`config.mk`:
```
export PLATFORM = sky130hd
export DESIGN_NAME = note_detector_flat
export DESIGN_NICKNAME = d
export VERILOG_FILES = /design/src/rtl/music_pkg.sv /design/src/rtl/note_detector_if.sv /design/src/rtl/note_period_search.sv /design/src/rtl/note_detector.sv /design/src/flat_wrapper.sv
export SDC_FILE = /design/constraint.sdc
export NUM_CORES = 1
export LEC_CHECK = 0
export ABC_AREA = 1
export CAP_MARGIN = 20
export CORE_UTILIZATION = 61
export CTS_BUF_LIST = sky130_fd_sc_hd__clkbuf_4 sky130_fd_sc_hd__clkbuf_8
export CTS_CLUSTER_SIZE = 25
export DETAILED_ROUTE_END_ITERATION = 16
export PLACE_DENSITY = 0.81
export REMOVE_ABC_BUFFERS = 1
export SKIP_CTS_REPAIR_TIMING = 1
export SYNTH_ARGS = -nofsm -noshare
export SYNTH_HDL_FRONTEND = slang
export SYNTH_SLANG_ARGS = --single-unit
```
`constraint.sdc`:
```
create_clock -name clk -period 4.3 [get_ports clk]
set_clock_uncertainty 0.05 [all_clocks]
set_input_delay 1.075 -clock clk [delete_from_list [all_inputs] [get_ports clk]]
set_output_delay 1.075 -clock clk [all_outputs]
set_load 0.01 [all_outputs]
```
`src/rtl/music_pkg.sv`:
```
// Shared music-path definitions: note code map, widths and detector FSM states.
// Note code k (1..21) maps to NOTE_HZ[k]; code 0 means silence / unrecognised.
package music_pkg;

    localparam int NOTE_W    = 5;
    localparam int NUM_NOTES = 21;
    localparam int PERIOD_W  = 27;

    localparam int NOTE_HZ [1:NUM_NOTES] = '{
        262, 294, 330, 349, 392, 440, 494, 523, 587, 659, 698,
        784, 880, 988, 1046, 1175, 1318, 1397, 1568, 1760, 1976
    };

    typedef enum logic [1:0] {
        IDLE,
        MEAS,
        SRCH
    } det_state_e;

    // Nominal period in clocks for note code k (integer division).
    function automatic logic [PERIOD_W-1:0] note_period(input int clk_hz, input int k);
        return PERIOD_W'(clk_hz / NOTE_HZ[k]);
    endfunction

endpackage

```
`src/rtl/note_detector_if.sv`:
```
// Audio line in, note report out; master drives audio, slave is the detector.
interface note_detector_if;
    import music_pkg::*;

    logic                audio_in;
    logic [NOTE_W-1:0]   note;
    logic                note_valid;
    logic                note_change;
    logic [PERIOD_W-1:0] period;

    modport master (output audio_in, input note, note_valid, note_change, period);
    modport slave  (input audio_in, output note, note_valid, note_change, period);

endinterface

```
`src/rtl/note_period_search.sv`:
```
// Sequential scan of the 21-entry period table, one entry per clock.
// First entry whose tolerance window contains the period wins; 0 if none.
module note_period_search
    import music_pkg::*;
#(
    parameter int CLK_HZ    = 100_000_000,
    parameter int TOL_SHIFT = 6
) (
    input  logic                clk,
    input  logic                rst,
    input  logic                start,
    input  logic [PERIOD_W-1:0] period,
    output logic                busy,
    output logic                done,
    output logic [NOTE_W-1:0]   code
);

    logic [PERIOD_W-1:0] lo_tab [32];
    logic [PERIOD_W-1:0] hi_tab [32];

    // Unused slots get an empty window so they can never match.
    for (genvar k = 0; k < 32; k++) begin : g_tab
        if (k >= 1 && k <= NUM_NOTES) begin : g_note
            localparam logic [PERIOD_W-1:0] Q = note_period(CLK_HZ, k);
            assign lo_tab[k] = Q - (Q >> TOL_SHIFT);
            assign hi_tab[k] = Q + (Q >> TOL_SHIFT);
        end else begin : g_pad
            assign lo_tab[k] = '1;
            assign hi_tab[k] = '0;
        end
    end

    logic [NOTE_W-1:0] idx_q, idx_d, code_q, code_d;
    logic              done_q, done_d;
    logic              hit;

    assign hit = (period >= lo_tab[idx_q]) && (period <= hi_tab[idx_q]);

    always_comb begin
        idx_d  = idx_q;
        code_d = code_q;
        done_d = 1'b0;
        if (start) begin
            idx_d  = NOTE_W'(1);
            code_d = '0;
        end else if (idx_q != '0) begin
            if (code_q == '0 && hit) code_d = idx_q;
            if (idx_q == NOTE_W'(NUM_NOTES)) begin
                idx_d  = '0;
                done_d = 1'b1;
            end else begin
                idx_d = idx_q + 1'b1;
            end
        end
    end

    always_ff @(posedge clk or posedge rst) begin
        if (rst) begin
            idx_q  <= '0;
            code_q <= '0;
            done_q <= 1'b0;
        end else begin
            idx_q  <= idx_d;
            code_q <= code_d;
            done_q <= done_d;
        end
    end

    assign busy = (idx_q != '0);
    assign done = done_q;
    assign code = code_q;

endmodule

```
`src/rtl/note_detector.sv`:
```
// Square-wave audio note detector: measures rising-edge period, classifies it
// against the note table and reports a note once it has been stable.
module note_detector
    import music_pkg::*;
#(
    parameter int CLK_HZ      = 100_000_000,
    parameter int TOL_SHIFT   = 6,
    parameter int STABLE_CNT  = 3,
    parameter int SILENCE_CYC = 2_000_000,
    parameter int SYNC_STAGES = 2
) (
    input  logic           clk,
    input  logic           rst,
    note_detector_if.slave bus
);

    localparam int                  MC_W   = $clog2(STABLE_CNT + 1);
    localparam logic [MC_W-1:0]     MC_MAX = MC_W'(STABLE_CNT);
    localparam logic [PERIOD_W-1:0] SIL    = PERIOD_W'(SILENCE_CYC);

    logic [SYNC_STAGES-1:0] sync_q, sync_d;
    logic                   prev_q, prev_d;
    det_state_e             state_q, state_d;
    logic [PERIOD_W-1:0]    cnt_q, cnt_d, period_q, period_d;
    logic [NOTE_W-1:0]      cand_q, cand_d, note_q, note_d;
    logic [MC_W-1:0]        mcnt_q, mcnt_d;
    logic                   valid_q, valid_d, chg_q, chg_d;

    logic                   rise, start, busy, done, res_vld, silent;
    logic [NOTE_W-1:0]      code, res, cand_n;
    logic [MC_W-1:0]        mcnt_n;

    note_period_search #(
        .CLK_HZ    (CLK_HZ),
        .TOL_SHIFT (TOL_SHIFT)
    ) u_search (
        .clk    (clk),
        .rst    (rst),
        .start  (start),
        .period (period_q),
        .busy   (busy),
        .done   (done),
        .code   (code)
    );

    assign sync_d = SYNC_STAGES'({sync_q, bus.audio_in});
    assign prev_d = sync_q[SYNC_STAGES-1];
    assign rise   = sync_q[SYNC_STAGES-1] & ~prev_q;

    always_comb begin
        state_d  = state_q;
        period_d = period_q;
        cand_d   = cand_q;
        mcnt_d   = mcnt_q;
        note_d   = note_q;
        chg_d    = 1'b0;
        start    = 1'b0;
        res_vld  = 1'b0;
        res      = '0;
        silent   = 1'b0;

        cnt_d = (cnt_q == SIL) ? cnt_q : cnt_q + 1'b1;
        if (rise) cnt_d = PERIOD_W'(1);

        case (state_q)
            IDLE: if (rise) state_d = MEAS;
            MEAS: begin
                if (rise) begin
                    period_d = cnt_q;
                    start    = 1'b1;
                    state_d  = SRCH;
                end else if (cnt_q == SIL) begin
                    silent = 1'b1;
                end
            end
            SRCH: begin
                // An edge mid-scan aborts it (classified as 0) unless the scan
                // finishes on that very cycle, in which case its result stands.
                if (rise) begin
                    period_d = cnt_q;
                    start    = 1'b1;
                    res_vld  = 1'b1;
                    res      = busy ? '0 : code;
                end else if (cnt_q == SIL) begin
                    silent = 1'b1;
                end else if (done) begin
                    res_vld = 1'b1;
                    res     = code;
                    state_d = MEAS;
                end
            end
            default: state_d = IDLE;
        endcase

        cand_n = cand_q;
        mcnt_n = mcnt_q;
        if (res == cand_q) begin
            if (mcnt_q != MC_MAX) mcnt_n = mcnt_q + 1'b1;
        end else begin
            cand_n = res;
            mcnt_n = MC_W'(1);
        end

        if (res_vld) begin
            cand_d = cand_n;
            mcnt_d = mcnt_n;
            if (mcnt_n == MC_MAX && cand_n != note_q) begin
                note_d = cand_n;
                chg_d  = 1'b1;
            end
        end

        if (silent) begin
            state_d = IDLE;
            cand_d  = '0;
            mcnt_d  = '0;
            note_d  = '0;
            chg_d   = (note_q != '0);
        end

        valid_d = (note_d != '0);
    end

    always_ff @(posedge clk or posedge rst) begin
        if (rst) begin
            sync_q   <= '0;
            prev_q   <= 1'b0;
            state_q  <= IDLE;
            cnt_q    <= '0;
            period_q <= '0;
            cand_q   <= '0;
            mcnt_q   <= '0;
            note_q   <= '0;
            valid_q  <= 1'b0;
            chg_q    <= 1'b0;
        end else begin
            sync_q   <= sync_d;
            prev_q   <= prev_d;
            state_q  <= state_d;
            cnt_q    <= cnt_d;
            period_q <= period_d;
            cand_q   <= cand_d;
            mcnt_q   <= mcnt_d;
            note_q   <= note_d;
            valid_q  <= valid_d;
            chg_q    <= chg_d;
        end
    end

    assign bus.note        = note_q;
    assign bus.note_valid  = valid_q;
    assign bus.note_change = chg_q;
    assign bus.period      = period_q;

endmodule

```
`src/flat_wrapper.sv`:
```
// flat-port wrapper written by rule: the top's interface ports become plain ports
module note_detector_flat import music_pkg::*;
#(
    parameter int CLK_HZ      = 100_000_000,
    parameter int TOL_SHIFT   = 6,
    parameter int STABLE_CNT  = 3,
    parameter int SILENCE_CYC = 2_000_000,
    parameter int SYNC_STAGES = 2
)
  (clk, rst, bus_audio_in, bus_note, bus_note_valid, bus_note_change, bus_period);
  note_detector_if bus_i ();
  input  logic clk;
  input  logic rst;
  input wire logic [$bits(bus_i.audio_in)-1:0] bus_audio_in;
  output wire logic [$bits(bus_i.note)-1:0] bus_note;
  output wire logic [$bits(bus_i.note_valid)-1:0] bus_note_valid;
  output wire logic [$bits(bus_i.note_change)-1:0] bus_note_change;
  output wire logic [$bits(bus_i.period)-1:0] bus_period;
  assign bus_i.audio_in = bus_audio_in;
  assign bus_note = bus_i.note;
  assign bus_note_valid = bus_i.note_valid;
  assign bus_note_change = bus_i.note_change;
  assign bus_period = bus_i.period;
  note_detector #(.CLK_HZ(CLK_HZ), .TOL_SHIFT(TOL_SHIFT), .STABLE_CNT(STABLE_CNT), .SILENCE_CYC(SILENCE_CYC), .SYNC_STAGES(SYNC_STAGES)) u_core (.clk(clk), .rst(rst), .bus(bus_i));
endmodule
```
==> results_dict.tcl <==
set metrics [dict create \
    outcome "finished, final reports clean" \
    floorplan.core_area_um2 9860 \
    die_height_um 103 \
    count_of_filler_cells_inserted_in_the_layout 791 \
    r2r-start "u_core.u_search.idx_q[0]" \
    drive_above_1_share_pct 6.65 \
    timing.critical_path.arrival_ns 4.14 \
    number_of_global_route_vias_before_repair 5856 \
    design.die.area_um2 10700 \
    ios 37 \
    timing.max_slew.rel_slack_pct 47.1 \
    place_hpwl_um 14600 \
    hold_sp "u_core.sync_q[0]" \
    numCtsBuffers 9 \
    row_count 36 \
    crit_path_end_kind "register" \
    route.detailed.wl_per_inst_um 18.3 \
    worst_margin_slew_ns 0.787 \
    fin_setup_tns_ns 0 \
    insertedDiodeCount 0 \
    proportion_of_netlist_area_held_by_the_largest_area_contributor_pct 33.6 \
    timing.hold.worst_endpoint "u_core.sync_q[1]" \
    yosys-top-cells-area "sky130_fd_sc_hd__dfrtp_1 34%, sky130_fd_sc_hd__ha_1 13%, sky130_fd_sc_hd__nand2_1 11%" \
    setup_viol 0 \
    finalCriticalPeriod_ns 3.89 \
    grt_max_degree 37 \
    dr.first_iter.drc_count 564 \
    cts_tree "done" \
    startpoint_type "register" \
    fraction_of_power_spent_switching_nets_pct 50.9 \
    synth_cells 857 \
    postSynth.topFlopCell "sky130_fd_sc_hd__dfrtp_1" \
    detailedRoute.firstPassIterationCount 7 \
    max-clock-path-buffers 2 \
    timing.rr.end "u_core.u_search.code[4]" \
    detailed_route_vias_per_instance 6.25 \
    die_width_um 103 \
    max-vdd-ir-drop_v 0.000344 \
    htree_num_levels 3 \
    worst-setup-path-type "register to register" \
    cp_max_fanout 12 \
    power-per-cell-area_nw_per_um2 521 \
    slowest_delay_ns 0.60 \
    r2r.worst_path.cells 17 \
    register_area_share_after_synthesis_pct 33.6 \
    clk-insertion-delay-late_ns 0.36 \
    hold_viol 0 \
    postSynthRegisterBits 84 \
    port_buffers 36 \
    critical_path.most_common_cell "sky130_fd_sc_hd__nand2_1" \
    grt_pass1_wl_um 29900 \
    synth.distinct_cells 45 \
    yosysWarnings 0 \
    fin_hold_ws_ns 0.315 \
    routed_wl_um 18700 \
    required_ns 4.54 \
    finalMaxSlewViolations 0 \
    switchingPower_mw 1.83 \
    rsz0062_at_grt "no" \
    static-leakage-power_nw 3.33 \
    post-route-drc-count 0 \
    path_clk_slew_ns 0.09 \
    synth_async_sr_flop_share_pct 100 \
    nNetsFinal 952 \
    count_of_flip_flops_with_a_built_in_enable_after_synthesis 0 \
    flow.area_growth_from_synthesis_pct 10.2 \
    reg2reg_slack_ns 0.41 \
    seq_power_share_pct 27.5 \
    mean_syn_cell_area_um2 7.30 \
    synth_area_leader_cell "sky130_fd_sc_hd__dfrtp_1" \
    timing.fmax_ghz 0.257 \
    cellInternalPower_mw 1.76 \
    cp_cell_sequence "inv_1 -> ha_1 -> nand2_1 -> nand2_1 -> o21ai_0 -> o21ai_0 -> ha_1 -> nand2_1 -> nor4_1 -> a31oi_1 -> nor2_1 -> nor2_1 -> o211ai_1 -> nand3_1 -> nand2_1 -> nand2_1 -> nor2_1" \
    min_delay_path_depth 0 \
    place.gp.congestion 1.02 \
    min_path_type "register to register" \
    global_route.usage.total_pct 37.4 \
    num_vias 6373 \
    count_of_nets_left_with_antenna_violations_after_detail_routing 0 \
    share_comb_of_total_power_pct 58.1 \
    initial_core_util_pct 63.4 \
    clock_power_share_pct 14.4 \
    crit_path_top_delay_cell "sky130_fd_sc_hd__dfrtp_1" \
    netlist_area_um2 6260 \
    clock-root-buffer "sky130_fd_sc_hd__clkbuf_8" \
    cap_viol_max_count 0 \
    number_of_antenna_violations_at_the_first_check_in_global_routing 0 \
    cts.sinks 84 \
    post-route-period-util_pct 90.6 \
    overflow 0 \
]
[cell usage after synthesis (3+ instances only)]
cell type                  number
sky130_fd_sc_hd__a21oi_1       63
sky130_fd_sc_hd__a31oi_1        7
sky130_fd_sc_hd__clkbuf_1      21
sky130_fd_sc_hd__dfrtp_1       84
sky130_fd_sc_hd__ha_1          66
sky130_fd_sc_hd__inv_1         91
sky130_fd_sc_hd__inv_2          7
sky130_fd_sc_hd__nand2_1      179
sky130_fd_sc_hd__nand2_2        5
sky130_fd_sc_hd__nand3_1       35
sky130_fd_sc_hd__nand3_2        3
sky130_fd_sc_hd__nand4_1       19
sky130_fd_sc_hd__nor2_1        87
sky130_fd_sc_hd__nor2_2         8
sky130_fd_sc_hd__nor3_1        27
sky130_fd_sc_hd__nor3_2         4
sky130_fd_sc_hd__nor4_1        10
sky130_fd_sc_hd__o211ai_1       7
sky130_fd_sc_hd__o21ai_0       84
sky130_fd_sc_hd__o22ai_1        8
sky130_fd_sc_hd__o31ai_1        5
sky130_fd_sc_hd__xor2_1         4
[worst max-delay path, delay by kind of cell, from the launching register on]
family / cells / cell delay (ns)
AND/OR/NAND/NOR: 10 / 1.56
adder cells (fa/ha/maj): 2 / 0.72
AO/OA/AOI/OAI: 4 / 0.66
flip-flops: 1 / 0.60
buffers and inverters: 1 / 0.26
[layout make-up]
cell class                 instances  area, um^2  area share (%)
tap                              133         166            2.41
inverter                          98         369            5.35
timing repair buffer              44         420            6.10
multi-input combinational        646        3660            53.1
clock inverter                     5        37.5           0.545
sequential                        84        2100            30.5
clock buffer                      10         138            2.00
[stage by stage]
stage	area, um^2	std cells	setup WS, ns	utilization, %	total power [mW]
finish	6890	1020	0.406	69.9	3.59
CTS	6890	1020	0.376	69.9	3.53
floorplan	6130	828	0.956	-	2.34
global placement	6720	1005	0.426	68.1	2.97
global route	6890	1020	0.0978	69.9	3.86
detailed placement	6720	1005	0.386	68.1	3.01
[worst max path at each step]
stage	start	end	depth (start not counted)	slack, ns
2_1_floorplan	u_core.u_search.idx_q[4]	u_core.u_search.code[0]	18	0.96
3_3_place_gp	u_core.u_search.idx_q[2]	u_core.u_search.code[0]	17	0.43
3_5_place_dp	u_core.u_search.idx_q[2]	u_core.u_search.code[4]	17	0.39
4_1_cts	u_core.u_search.idx_q[2]	u_core.u_search.code[4]	17	0.38
5_1_grt	u_core.u_search.idx_q[1]	u_core.u_search.code[2]	18	0.1
6_report	u_core.u_search.idx_q[0]	u_core.u_search.code[4]	17	0.41
[power groups by stage]
stage	Combinational, mW	Sequential [mW]	Clock [mW]
final	2.09	0.989	0.516
after global placement	1.98	0.991	0
after CTS	2.02	0.982	0.519
after detailed placement	2.01	0.998	0
after global routing	2.32	0.998	0.550
after floorplan	1.35	0.994	0
[per-layer routing]
layer | up-vias | part of all wire [%] | global-route usage, %
met5 | - | 0 | 0
met2 | 357 | 47 | 60.1
li1 | 2953 | - | -
met1 | 2993 | 41 | 50.2
met4 | 0 | 4.1 | 16.5
met3 | 70 | 8.5 | 5.85
[state kept, by name, summed over array words and instances, names as in the netlist]
name                    cells
u_core.bus.note_valid       1
u_core.mcnt_q               2
u_core.state_q              2
u_core.cnt_q               27
u_core.u_search.done        1
u_core.u_search.code        5
u_core.bus.period          27
u_core.u_search.idx_q       5
u_core.cand_q               5
u_core.bus.note             5
u_core.sync_q               2
u_core.prev_q               1
u_core.bus.note_change      1
[layout by cell type (no fill, tap or decap), types with 27 or more instances in the layout]
master	count
sky130_fd_sc_hd__nand2_1	179
sky130_fd_sc_hd__inv_1	90
sky130_fd_sc_hd__nor2_1	87
sky130_fd_sc_hd__o21ai_0	83
sky130_fd_sc_hd__dfrtp_1	83
sky130_fd_sc_hd__ha_1	66
sky130_fd_sc_hd__a21oi_1	63
sky130_fd_sc_hd__clkdlybuf4s50_1	36
sky130_fd_sc_hd__nand3_1	35
sky130_fd_sc_hd__nor3_1	27
[cell families (layout without fill, tap and decap cells)]
family,after synthesis,count (layout),synth area share (%)
simple gates,384,384,27.6
compound gates,191,191,17.0
buf+inv,127,157,7.92
flops,84,84,33.6
fa+ha+maj,66,66,13.2
xor+xnor,5,5,0.700
Power figures use the tool's default switching activity.
==> RTL edit: new RTL, config.mk and constraints unchanged <==
The 3 states of `det_state_e` get a one-hot encoding in 3 bits.
--- a/src/rtl/music_pkg.sv
+++ b/src/rtl/music_pkg.sv
@@ -11,10 +11,10 @@
         784, 880, 988, 1046, 1175, 1318, 1397, 1568, 1760, 1976
     };
 
-    typedef enum logic [1:0] {
-        IDLE,
-        MEAS,
-        SRCH
+    typedef enum logic [2:0] {
+        IDLE = 3'b001,
+        MEAS = 3'b010,
+        SRCH = 3'b100
     } det_state_e;
 
     // Nominal period in clocks for note code k (integer division).
Check against the original RTL: same outputs for any inputs over 10 cycles, from zero or initial values and one cycle with rst high; not proved beyond that.
==> RTL edit against the unedited design <==
Power is 3.9% higher. Die area increased by 0.39%. Routed wire length fell by 4.1%. Count of clock-buffer cells in the layout stayed put. Cell area increased by 0.78%. Synthesized cell count shrank 1.6%. Sequential cell count up 1. Area after synthesis rose by 0.40%. Worst setup slack lost 0.085 ns. Core utilization is 0.55 points higher. Critical path type unchanged. Critical endpoint unchanged. Largest cell class unchanged.
==> RTL edit: results (changes against the unedited design) <==
INFO  metric number_of_nets_in_the_layout = 939 (-1.4%)
INFO  metric grt.total_usage = 0.355 (-0.0188)
INFO  metric total_leakage_power = 3.40 nW (+2.0%)
INFO  metric ir_worst_vdd = 0.000265 V (-23%)
INFO  metric vias_per_cell = 6.02 (-3.7%)
INFO  metric seqAreaFraction = 0.306 (+0.00124)
INFO  metric timing.max_slew.rel_slack = 0.531 (+0.0599)
INFO  metric worst_hold_startpoint = u_core.sync_q[0]
INFO  metric global_route.usage.met2 = 0.552 (-0.0488)
INFO  metric final_antenna_net_count = 0 (unchanged)
INFO  metric worst_setup_slack_after_placement = 0.457 ns (+0.0705 ns)
INFO  metric met1Wirelength = 7.60 mm (-0.58%)
INFO  metric reg2reg_depth = 19 (+2)
INFO  metric met3_usage = 0.0733 (+0.0148)
INFO  metric wl_per_cell = 17.7 um (-3.4%)
INFO  metric fraction_of_area_in_multi_input_gates = 0.518 (-0.0126)
INFO  metric initialDrtViolationCount = 485 (-14%)
INFO  metric grt_first_pass_wirelength = 28.5 mm (-4.5%)
INFO  metric num-multi-input-gates = 622 (-3.7%)
INFO  metric critical_path_arrival = 4.20 ns (+0.06 ns)
INFO  metric synth_cell_types = 52 (+16%)
INFO  metric ys_seq_elements = 85 (+1.2%)
INFO  metric synthTopCellsByArea = sky130_fd_sc_hd__dfrtp_1, sky130_fd_sc_hd__ha_1, sky130_fd_sc_hd__nand2_1
INFO  metric grt_use_met1 = 0.480 (-0.0220)
INFO  metric outcome = finished, final reports clean
INFO  metric final_layout_size_suffix_gt1_frac = 0.0898 (+0.0233)
INFO  metric grt_start_max_net_pins = 57 (+54%)
INFO  metric synthTopCellsByCount = sky130_fd_sc_hd__nand2_1, sky130_fd_sc_hd__inv_1, sky130_fd_sc_hd__o21ai_0, sky130_fd_sc_hd__dfrtp_1, sky130_fd_sc_hd__nor2_1
INFO  metric first_global_vias = 5704 (-2.6%)
INFO  metric finalWeightedCongestion = 0.981 (-4.0%)
INFO  metric layout_buffering_overhead_excluding_clock_cells = 0.0670 (+0.00601)
INFO  metric num-nonclk-inverters = 107 (+9.2%)
INFO  metric met2_length = 8.27 mm (-4.9%)
INFO  metric number_of_fill_cells_in_the_layout = 810 (+2.4%)
INFO  metric clock_cell_area_share = 0.0261 (+0.000704)
[RTL edit: per-stage QoR]
stage	power, mW	util	instance area (sq um)	hold WS [ns]	instances
after floorplan	2.45	-	6130	0.281	814
after global placement	3.11	0.686	6770	0.296	997
after detailed placement	3.16	0.686	6770	0.287	997
after CTS	3.68	0.704	6950	0.318	1013
after global routing	4.01	0.704	6950	0.321	1013
final	3.73	0.704	6950	0.316	1013
[RTL edit: critical path, stage by stage (launching register included)]
cell and delay, ns:
sky130_fd_sc_hd__dfrtp_1 0.62, sky130_fd_sc_hd__inv_1 0.26, sky130_fd_sc_hd__ha_1 0.41, sky130_fd_sc_hd__inv_1 0.14, sky130_fd_sc_hd__nand2_1 0.10, sky130_fd_sc_hd__nand2_1 0.13
sky130_fd_sc_hd__nand2_1 0.06, sky130_fd_sc_hd__a32oi_1 0.33, sky130_fd_sc_hd__ha_1 0.32, sky130_fd_sc_hd__nand2_1 0.09, sky130_fd_sc_hd__nor2_1 0.05, sky130_fd_sc_hd__a211oi_1 0.16
sky130_fd_sc_hd__o211ai_1 0.12, sky130_fd_sc_hd__a21oi_1 0.17, sky130_fd_sc_hd__o21ai_0 0.10, sky130_fd_sc_hd__nand2_1 0.11, sky130_fd_sc_hd__nand3_1 0.16, sky130_fd_sc_hd__nor2_1 0.31
sky130_fd_sc_hd__nand2_1 0.11, sky130_fd_sc_hd__o21ai_0 0.09
[RTL edit: cells by family (layout without fill, tap and decap cells)]
logic type      count (synthesis)  count (layout)  synth area share
buf+inv                       136             173            0.0880
simple gates                  370             370             0.278
xor+xnor                        6               6           0.00837
compound gates                185             185             0.165
flops                          85              85             0.339
fa+ha+maj                      61              61             0.122
[RTL edit: report_power, final]
group          switching (mW)  internal (mW)
clock                   0.296          0.229
combinational            1.46          0.749
sequential              0.125          0.875
